<file path="src/rtl/vec_sqrt_unit.sv">
// Iterative restoring integer square root, one root bit per clock.
// Define VEC_SQRT_ROUND_EN for round-to-nearest instead of floor.
module vec_sqrt_unit #(
    parameter int WIDTH = 32
) (
    input  logic               clk,
    input  logic               rst,
    input  logic               InValid,
    output logic               InReady,
    input  logic [WIDTH-1:0]   Radicand,
    output logic               OutValid,
    input  logic               OutReady,
    output logic [WIDTH/2-1:0] Root,
    output logic               Busy
);

    localparam int H  = WIDTH / 2;
    localparam int RW = H + 2;
    localparam int CW = (H > 1) ? $clog2(H) : 1;

    typedef enum logic [1:0] {
        S_IDLE,
        S_CALC,
        S_DONE
    } state_t;

    state_t           r_state;
    state_t           w_state_nxt;
    logic [WIDTH-1:0] r_shift;
    logic [RW-1:0]    r_rem;
    logic [H-1:0]     r_root;
    logic [CW-1:0]    r_cnt;
    logic [H-1:0]     r_out;
    logic             r_out_valid;

    logic [RW-1:0]    w_rem_sh;
    logic [RW-1:0]    w_trial;
    logic [RW-1:0]    w_rem_nxt;
    logic [H-1:0]     w_root_nxt;
    logic [H-1:0]     w_root_fin;
    logic             w_ge;
    logic             w_accept;
    logic             w_last;

    assign InReady  = (r_state == S_IDLE) & ~rst;
    assign Busy     = (r_state != S_IDLE);
    assign OutValid = r_out_valid;
    assign Root     = r_out;
    assign w_accept = InValid & InReady;
    assign w_last   = (r_cnt == '0);

    always_comb begin
        w_rem_sh   = {r_rem[RW-3:0], r_shift[WIDTH-1 -: 2]};
        w_trial    = {r_root, 2'b01};
        w_ge       = (w_rem_sh >= w_trial);
        w_rem_nxt  = w_ge ? (w_rem_sh - w_trial) : w_rem_sh;
        w_root_nxt = {r_root[H-2:0], w_ge};
        w_root_fin = w_root_nxt;
`ifdef VEC_SQRT_ROUND_EN
        // Remainder above root means sqrt lies past root+0.5
        if ((w_rem_nxt > {2'b00, w_root_nxt}) && !(&w_root_nxt))
            w_root_fin = w_root_nxt + {{(H-1){1'b0}}, 1'b1};
`endif
    end

    always_comb begin
        w_state_nxt = r_state;
        unique case (r_state)
            S_IDLE:  if (w_accept) w_state_nxt = S_CALC;
            S_CALC:  if (w_last) w_state_nxt = S_DONE;
            S_DONE:  if (OutReady) w_state_nxt = S_IDLE;
            default: w_state_nxt = S_IDLE;
        endcase
    end

    always_ff @(posedge clk) begin
        if (rst) begin
            r_state     <= S_IDLE;
            r_shift     <= '0;
            r_rem       <= '0;
            r_root      <= '0;
            r_cnt       <= '0;
            r_out       <= '0;
            r_out_valid <= 1'b0;
        end else begin
            r_state <= w_state_nxt;
            unique case (r_state)
                S_IDLE: begin
                    if (w_accept) begin
                        r_shift <= Radicand;
                        r_rem   <= '0;
                        r_root  <= '0;
                        r_cnt   <= CW'(H - 1);
                    end
                end
                S_CALC: begin
                    r_shift <= {r_shift[WIDTH-3:0], 2'b00};
                    r_rem   <= w_rem_nxt;
                    r_root  <= w_root_nxt;
                    r_cnt   <= r_cnt - 1'b1;
                    if (w_last) begin
                        r_out       <= w_root_fin;
                        r_out_valid <= 1'b1;
                    end
                end
                S_DONE: begin
                    if (OutReady) r_out_valid <= 1'b0;
                end
                default: r_out_valid <= 1'b0;
            endcase
        end
    end

endmodule

</file>
<file path="config.mk">
export PLATFORM = sky130hd
export DESIGN_NAME = vec_sqrt_unit
export DESIGN_NICKNAME = d
export VERILOG_FILES = /design/src/rtl/vec_sqrt_unit.sv
export SDC_FILE = /design/constraint.sdc
export NUM_CORES = 1
export LEC_CHECK = 0
export BUFFER_PORTS_ARGS = -buffer_cell sky130_fd_sc_hd__buf_2
export CORE_UTILIZATION = 60
export CTS_CLUSTER_SIZE = 12
export DETAILED_ROUTE_END_ITERATION = 10
export PLACE_DENSITY = 0.83
export SKIP_CTS_REPAIR_TIMING = 1
export SYNTH_ARGS = -nofsm -noshare
export SYNTH_HDL_FRONTEND = slang
export SYNTH_SLANG_ARGS = --single-unit
</file>
<file path="constraint.sdc">
create_clock -name clk -period 3.55 [get_ports clk]
set_input_delay 0.1775 -clock clk [delete_from_list [all_inputs] [get_ports clk]]
set_output_delay 0.1775 -clock clk [all_outputs]
set_load 0.03 [all_outputs]
</file>
==> qor_table.md, run 1 <==
| Metric | This run |
|:---|:---|
| Final cell count without fillers | 630 |
| Ratio of routed vias to standard cells | 5.857 |
| Average cell area after synthesis | 8.134 um2 |
| Register-to-register path setup slack | 0.73 ns |
| Synth Net Count | 564 |
| Worst endpoint data arrival time | 3.06 ns |
| Top cell types by occurrence after synthesis | nand2_1 (109), dfxtp_1 (87), a21oi_1 (77) |
| Die area | 7237 um2 |
| Final #Nets | 603 |
| Synthesized netlist cell count | 509 |
| First-pass iteration count of the detailed router | 4 |
| Data required, critical path | 3.78 ns |
| Clock period minus worst slack | 2.824 ns |
| Clk_lat worst skew | 0.37 ns |
| Number of cells on the worst hold path | 3 |
| Count of input and output buffers | 54 |
| Via count | 3690 |
| CP Capture Type | flip-flop |
| Unrepaired setup endpoints after global routing | no |
| Warnings from Yosys | 0 |
| Highest ir drop seen on vdd | 0.3663 mV |
| Cell-by-cell trace of the critical path | inv_1, ha_1, nor2b_1, o21bai_1, a21oi_2, nor3b_2, a22oi_2, buf_4, mux2i_1, o21ai_0 |
| Number of antenna violations at the first check in global routing | 0 |
| Final core occ | 71.53% |
| Clock-pin transition on the worst setup and hold timing paths | 0.09 ns |
| Post-route antenna net violation count | 0 |
| Leftover overflow at the end of global routing | 0 |
| Slew headroom | 21.31% |
| Cell count after placement | 614 |
| Outcome | completed |
| Via count of the first global-routing pass | 3523 |
| Post-Syn Area | 4140 um2 |
| Flops & latches, synth | 87 |
| Biggest fanout along the worst timing path | 13 |
| Total power density per cell area | 785.0 nW/um2 |
| DRC errors left | 0 |
| Number of enable flip-flop cells after synthesis | 0 |
| Placer congestion estimate | 0.9434 |
| Final setup violation count | 0 |
| Worst min-delay path category | in2reg |
| Rows | 29 |
| CTS tree | yes |
| Maximum number of pins on one net before global-route repair | 75 |
| Initial core utilization | 63.74% |
| Largest stage delay on the critical path | 0.66 ns |
| CTS Buf Count | 9 |
| Root Buffer | clkbuf_8 |
| Cells taking the most area after synthesis | dfxtp_1 (42%), nand2_1 (9.9%), a21oi_1 (9.3%), ha_1 (5.7%), a22oi_1 (5.1%) |
| Yosys cell types | 49 |
| Classification of the worst setup path | reg2reg |
| H-Tree Level Count | 3 |
| Post-route clock period utilization | 79.54% |
| Top Ports | 55 |
| Final Total Pwr | 0.003647 W |
| Sequential share of the synthesized area | 42.07% |
| CTS Sinks | 87 |
| Post-synth top area cell | dfxtp_1 |
| Share of Yosys cell area claimed by the top area cell type | 42.07% |
| Depth of the worst register-to-register path | 10 |
| Y dimension of the die | 85.07 um |
| Top FF cell, synth | dfxtp_1 |
| Highest clock rate | 0.3542 GHz |
| Final Worst Setup Slack | 0.7264 ns |
| Max_cap viols | 0 |
| Signed area change from the synthesized netlist to the final layout | 12.21% |
| Fraction of final layout cells sized beyond drive strength 1 | 15.73% |
| Iter 0 DRT Violations | 189 |
| Max stage delay cell, worst path | a22oi_2 |
| Max clock buf depth | 2 |
| Worst Skew | 0.01514 ns |
| Cell with the most instances after synthesis | nand2_1 |
| Detailed-placement wirelength estimate | 6456 um |
| Leakage | 1.808 nW |
| DP Worst Slack | 0.7896 ns |
| Number of antenna repair diodes | 0 |
| Total wire length | 9110 um |
| Setup total negative slack | 0 ns |
| Core box area | 6495 um2 |
| Routed wire length per instance | 14.46 um |
| Asr flop ratio synth | 0% |
| Slew at the pin with the worst max-slew slack | 1.179 ns |
| Final Hold Viols | 0 |
| Max Transition Viols Final | 0 |
| Startpoint types | flip-flop |
| DIE WIDTH | 85.07 um |
| Total routing resource utilization after global routing | 26.80% |
| Global-route wire length before repair | 15510 um |
[area by class of cell]
| type | instances | area, um2 |
|---|---|---|
| Clock inverter | 4 | 58.81 |
| Tap cell | 77 | 96.34 |
| Clock buffer | 12 | 165.2 |
| Inverter | 23 | 86.33 |
| Multi-Input combinational cell | 367 | 2182 |
| Sequential cell | 87 | 1742 |
| Fill cell | 514 | 1849 |
| Timing Repair Buffer | 60 | 315.3 |
[routing by layer]
| layer | vias up | routed length (um) | share of wire, % | track usage (%) |
|---|---|---|---|---|
| met3 | 23 | 386 | 4.2 | 5.739 |
| met2 | 93 | 4659 | 51 | 46.26 |
| met4 | 0 | 248 | 2.7 | 14.02 |
| met5 | - | 0 | 0 | 0 |
| met1 | 1728 | 3815 | 42 | 31.23 |
| li1 | 1846 | - | - | - |
[placed cells by master, fill, tap and decap left out, types with 3 or more instances in the layout]
master     instances
a22oi_1           28
a21o_1             5
inv_1             23
xnor2_1            8
o21a_1             3
xor2_1             5
clkbuf_8          12
nand2b_1           4
o21ai_1            6
buf_4              6
o21ai_0           15
a2bb2oi_1          3
mux2i_1           11
nand3_1           19
nand2_1          109
buf_2             54
nor2_1            15
ha_1              19
dfxtp_1           87
a21oi_1           77
nor3_1             3
[registers in the layout, indices dropped and copies added (netlist names)]
signal	flops
OutValid	1
r_shift	32
Root	16
r_cnt	4
r_state	2
r_rem	16
r_root	16
[critical path, delay by kind of cell, from the launching register on]
kind,cells,cell delay (ns)
buffers and inverters,2,0.38
AND/OR/NAND/NOR,2,0.32
AO/OA/AOI/OAI,4,1.05
adder cells (fa/ha/maj),1,0.35
flip-flops,1,0.40
multiplexers,1,0.19
[path summary, 6_finish.rpt]
check	startpoint	end
max reg2reg	r_root[0]	r_rem[10]
max	r_root[0]	r_rem[10]
min reg2reg	Root[12]	Root[12]
min	Radicand[1]	r_shift[1]
[power by group]
group	internal, W	total (W)	switching (W)	leakage (nW)
Sequential	0.00107	0.00115	0.0000754	0.707
Combinational	0.000785	0.00173	0.000949	0.986
Clock	0.000392	0.000766	0.000374	0.115
Total	0.00225	0.00365	0.00140	1.81
[per-stage QoR]
| step | area [um2] | hold WS, ns |
|---|---|---|
| after floorplan | 4140 | 0.3135 |
| after global placement | 4422 | 0.4258 |
| after detailed placement | 4422 | 0.4354 |
| after CTS | 4646 | 0.04805 |
| after global routing | 4646 | 0.06209 |
| final | 4646 | 0.05266 |
[cell families after synthesis]
family,after synthesis,share of synthesized area [%]
AOI/OAI and AO/OA,160,24.36
adders and majority gates,19,5.742
xor gates and xnor gates,13,2.750
and+or+nand+nor,164,16.95
muxes,11,2.660
DFF,87,42.07
buffers and inverters,55,5.470
Note: power is estimated with default switching activity, not from simulation.
==> run 2, diff against run 1 <==
Settings changed: ABC_AREA from default to 1, CORE_UTILIZATION 60 to 53, PLACE_DENSITY 0.83 to 0.76.
Clock period 3.55 ns to 2.3 ns, I/O delays scaled along.
==> qor_table.md, run 2 <==
| Metric | This run | Delta |
|:---|:---|:---|
| Final Hold Viols | 0 | unchanged |
| Warnings from Yosys | 0 | unchanged |
| Flops & latches, synth | 87 | unchanged |
| Y dimension of the die | 96.32 um | was 85.07 um |
| Top Ports | 55 | unchanged |
| Post-Syn Area | 4715 um2 | was 4140 um2 |
| Slew headroom | 51.88% | was 21.31% |
| Biggest fanout along the worst timing path | 14 | was 13 |
| Count of input and output buffers | 54 | unchanged |
| Cells taking the most area after synthesis | dfxtp_1 (37%), nand2_1 (19%), inv_1 (5.8%), a21oi_1 (5.7%), ha_1 (5.0%) | was dfxtp_1 (42%), nand2_1 (9.9%), a21oi_1 (9.3%), ha_1 (5.7%), a22oi_1 (5.1%) |
| First-pass iteration count of the detailed router | 6 | was 4 |
| DRC errors left | 0 | unchanged |
| Max Transition Viols Final | 0 | unchanged |
| Last element of the critical path | r_rem[2] | was r_rem[10] |
| Sequential share of the synthesized area | 36.94% | was 42.07% |
| Slew at the pin with the worst max-slew slack | 0.7218 ns | was 1.179 ns |
| Via count of the first global-routing pass | 3796 | was 3523 |
| Register bank with the most flops | r_shift | unchanged |
| Classification of the worst setup path | reg2reg | unchanged |
| Average cell area after synthesis | 7.005 um2 | was 8.134 um2 |
| Worst min-delay path category | in2reg | unchanged |
| Maximum number of pins on one net before global-route repair | 64 | was 75 |
| Global-route wire length before repair | 17550 um | was 15510 um |
| Asr flop ratio synth | 0% | unchanged |
| Detailed-placement wirelength estimate | 7923 um | was 6456 um |
| Worst endpoint data arrival time | 2.45 ns | was 3.06 ns |
| Worst Skew | 0.01625 ns | was 0.01514 ns |
| Reg-to-reg critical path startpoint | r_root[8] | was r_root[0] |
| Post-route antenna net violation count | 0 | unchanged |
| Clock period minus worst slack | 2.147 ns | was 2.824 ns |
| Final #Nets | 771 | was 603 |
| Post-synth top area cell | dfxtp_1 | unchanged |
| CTS tree | yes | unchanged |
| Total routing resource utilization after global routing | 24.49% | was 26.80% |
| CTS Buf Count | 9 | unchanged |
| Unrepaired setup endpoints after global routing | no | unchanged |
| Most frequent cells in the layout | nand2_1 (234), dfxtp_1 (87), inv_1 (73), a21oi_1 (54), buf_2 (54) | was nand2_1 (109), dfxtp_1 (87), a21oi_1 (77), buf_2 (54), a22oi_1 (28) |
| Max_cap viols | 0 | unchanged |
| CTS Sinks | 87 | unchanged |
| Iter 0 DRT Violations | 202 | was 189 |
| Clk_lat worst skew | 0.37 ns | about the same |
| Most crowded layer after global routing | met2 | unchanged |
| Ratio of routed vias to standard cells | 5.220 | was 5.857 |
| Outcome | completed | unchanged |
| Leftover overflow at the end of global routing | 0 | unchanged |
| Top cell types by occurrence after synthesis | nand2_1 (234), dfxtp_1 (87), inv_1 (73) | was nand2_1 (109), dfxtp_1 (87), a21oi_1 (77) |
| CP Capture Type | flip-flop | unchanged |
| DIE WIDTH | 96.32 um | was 85.07 um |
| Max clock buf depth | 2 | unchanged |
| Share of Yosys cell area claimed by the top area cell type | 36.94% | was 42.07% |
| Worst flop-to-flop path endpoint | r_rem[2] | was r_rem[10] |
| Die area | 9277 um2 | was 7237 um2 |
| Synthesized netlist cell count | 673 | was 509 |
| Register-to-register path setup slack | 0.15 ns | was 0.73 ns |
| Post-route clock period utilization | 93.34% | was 79.54% |
| Number of antenna violations at the first check in global routing | 0 | unchanged |
| CP startpoint | r_root[8] | was r_root[0] |
| Number of antenna repair diodes | 0 | unchanged |
| Clock-pin transition on the worst setup and hold timing paths | 0.09 ns | about the same |
| Launch instance of the worst min-delay path | Radicand[0] | was Radicand[1] |
| Total wire length | 10940 um | was 9110 um |
| Rows | 34 | was 29 |
| Cell with the most instances after synthesis | nand2_1 | unchanged |
| Routed wire length per instance | 13.20 um | was 14.46 um |
| Global Route met1 Usage | 29.87% | was 31.23% |
| Data required, critical path | 2.60 ns | was 3.78 ns |
| Most common cell after layout, fill and taps aside | nand2_1 | unchanged |
| Root Buffer | clkbuf_8 | unchanged |
| Signed area change from the synthesized netlist to the final layout | 11.15% | was 12.21% |
| Placement Cell Area | 5024 um2 | was 4422 um2 |
| H-Tree Level Count | 3 | unchanged |
| Fraction of final layout cells sized beyond drive strength 1 | 17.61% | was 15.73% |
| Number of enable flip-flop cells after synthesis | 0 | unchanged |
| Placer congestion estimate | 0.9096 | was 0.9434 |
| Top FF cell, synth | dfxtp_1 | unchanged |
| Final setup violation count | 0 | unchanged |
| Yosys cell types | 34 | was 49 |
| Startpoint types | flip-flop | unchanged |
| Highest clock rate | 0.4658 GHz | was 0.3542 GHz |
| Synth Net Count | 728 | was 564 |
| Initial core utilization | 54.33% | was 63.74% |
| Setup total negative slack | 0 ns | unchanged |
| Depth of the worst register-to-register path | 11 | was 10 |
| Max reg flops | 32 | unchanged |
| Via count | 4327 | was 3690 |
| Final instance area | 5240 um2 | was 4646 um2 |
| Met2 track demand over resource | 41.13% | was 46.26% |
| Routing usage on met3 | 5.766% | was 5.739% |
| Core box area | 8678 um2 | was 6495 um2 |
## run 2: cell types whose count changed after synthesis, moves of 9 or more
cell,previous run,this run
a21oi_1,77,54
a21oi_2,1,10
a22oi_1,28,0
a31oi_1,2,28
clkbuf_1,21,12
inv_1,23,73
mux2i_1,11,0
nand2_1,109,234
nand2_2,0,16
nand3_2,0,10
nand3b_1,1,14
## run 2: final cells by class
type	instances	area, um2
Fill cell	831	3438
Sequential cell	87	1742
Clock inverter	7	83.83
Timing Repair Buffer	63	362.8
Multi-Input combinational cell	479	2506
Clock buffer	9	123.9
Inverter	76	286.5
Tap cell	108	135.1
## run 2: how the worst min path moves through the flow
| stage | cells past startpoint | end |
|---|---|---|
| 3_5_place_dp | 3 | r_shift[1] |
| 2_1_floorplan | 2 | r_shift[0] |
| 5_1_grt | 3 | r_shift[1] |
| 3_3_place_gp | 3 | r_shift[1] |
| 6_report | 3 | r_shift[0] |
| 4_1_cts | 3 | r_shift[0] |
## run 2: critical path: stages, from the launching register on
cell      delay, ns
dfxtp_1        0.38
inv_1          0.11
ha_1           0.39
nand2_1        0.12
inv_1          0.09
nand2_1        0.10
nor2_1         0.23
nand2_4        0.10
buf_4          0.20
nand3b_1       0.13
nand3_2        0.09
a21oi_2        0.13
## run 2: cells by family after synthesis
kind of cell	share of synthesized area (%)
fa+ha+maj	5.043
xor+xnor	1.115
buf+inv	10.08
flops	36.94
compound gates	14.86
simple gates	31.95
## run 2: stage by stage
stage	instances	hold WS, ns	utilization, %	setup WS, ns
4_1_cts	829	-0.01003	60.28	0.1152
3_3_place_gp	813	0.3704	57.89	0.1753
2_1_floorplan	673	0.2633	-	0.5279
3_5_place_dp	813	0.3889	57.89	0.1270
5_1_grt	829	0.004986	60.38	0.002963
6_report	829	0.006946	60.38	0.1531
## run 2: layer usage
layer | share of wire [%] | wire (um)
met1 | 45 | 4915
met5 | 0 | 0
met3 | 4.1 | 444
met4 | 2.5 | 271
met2 | 49 | 5307
Power of run 2 is left out: the tool's default activity adds up to more than one toggle a clock period on the data nets, which glitch-free logic cannot reach.
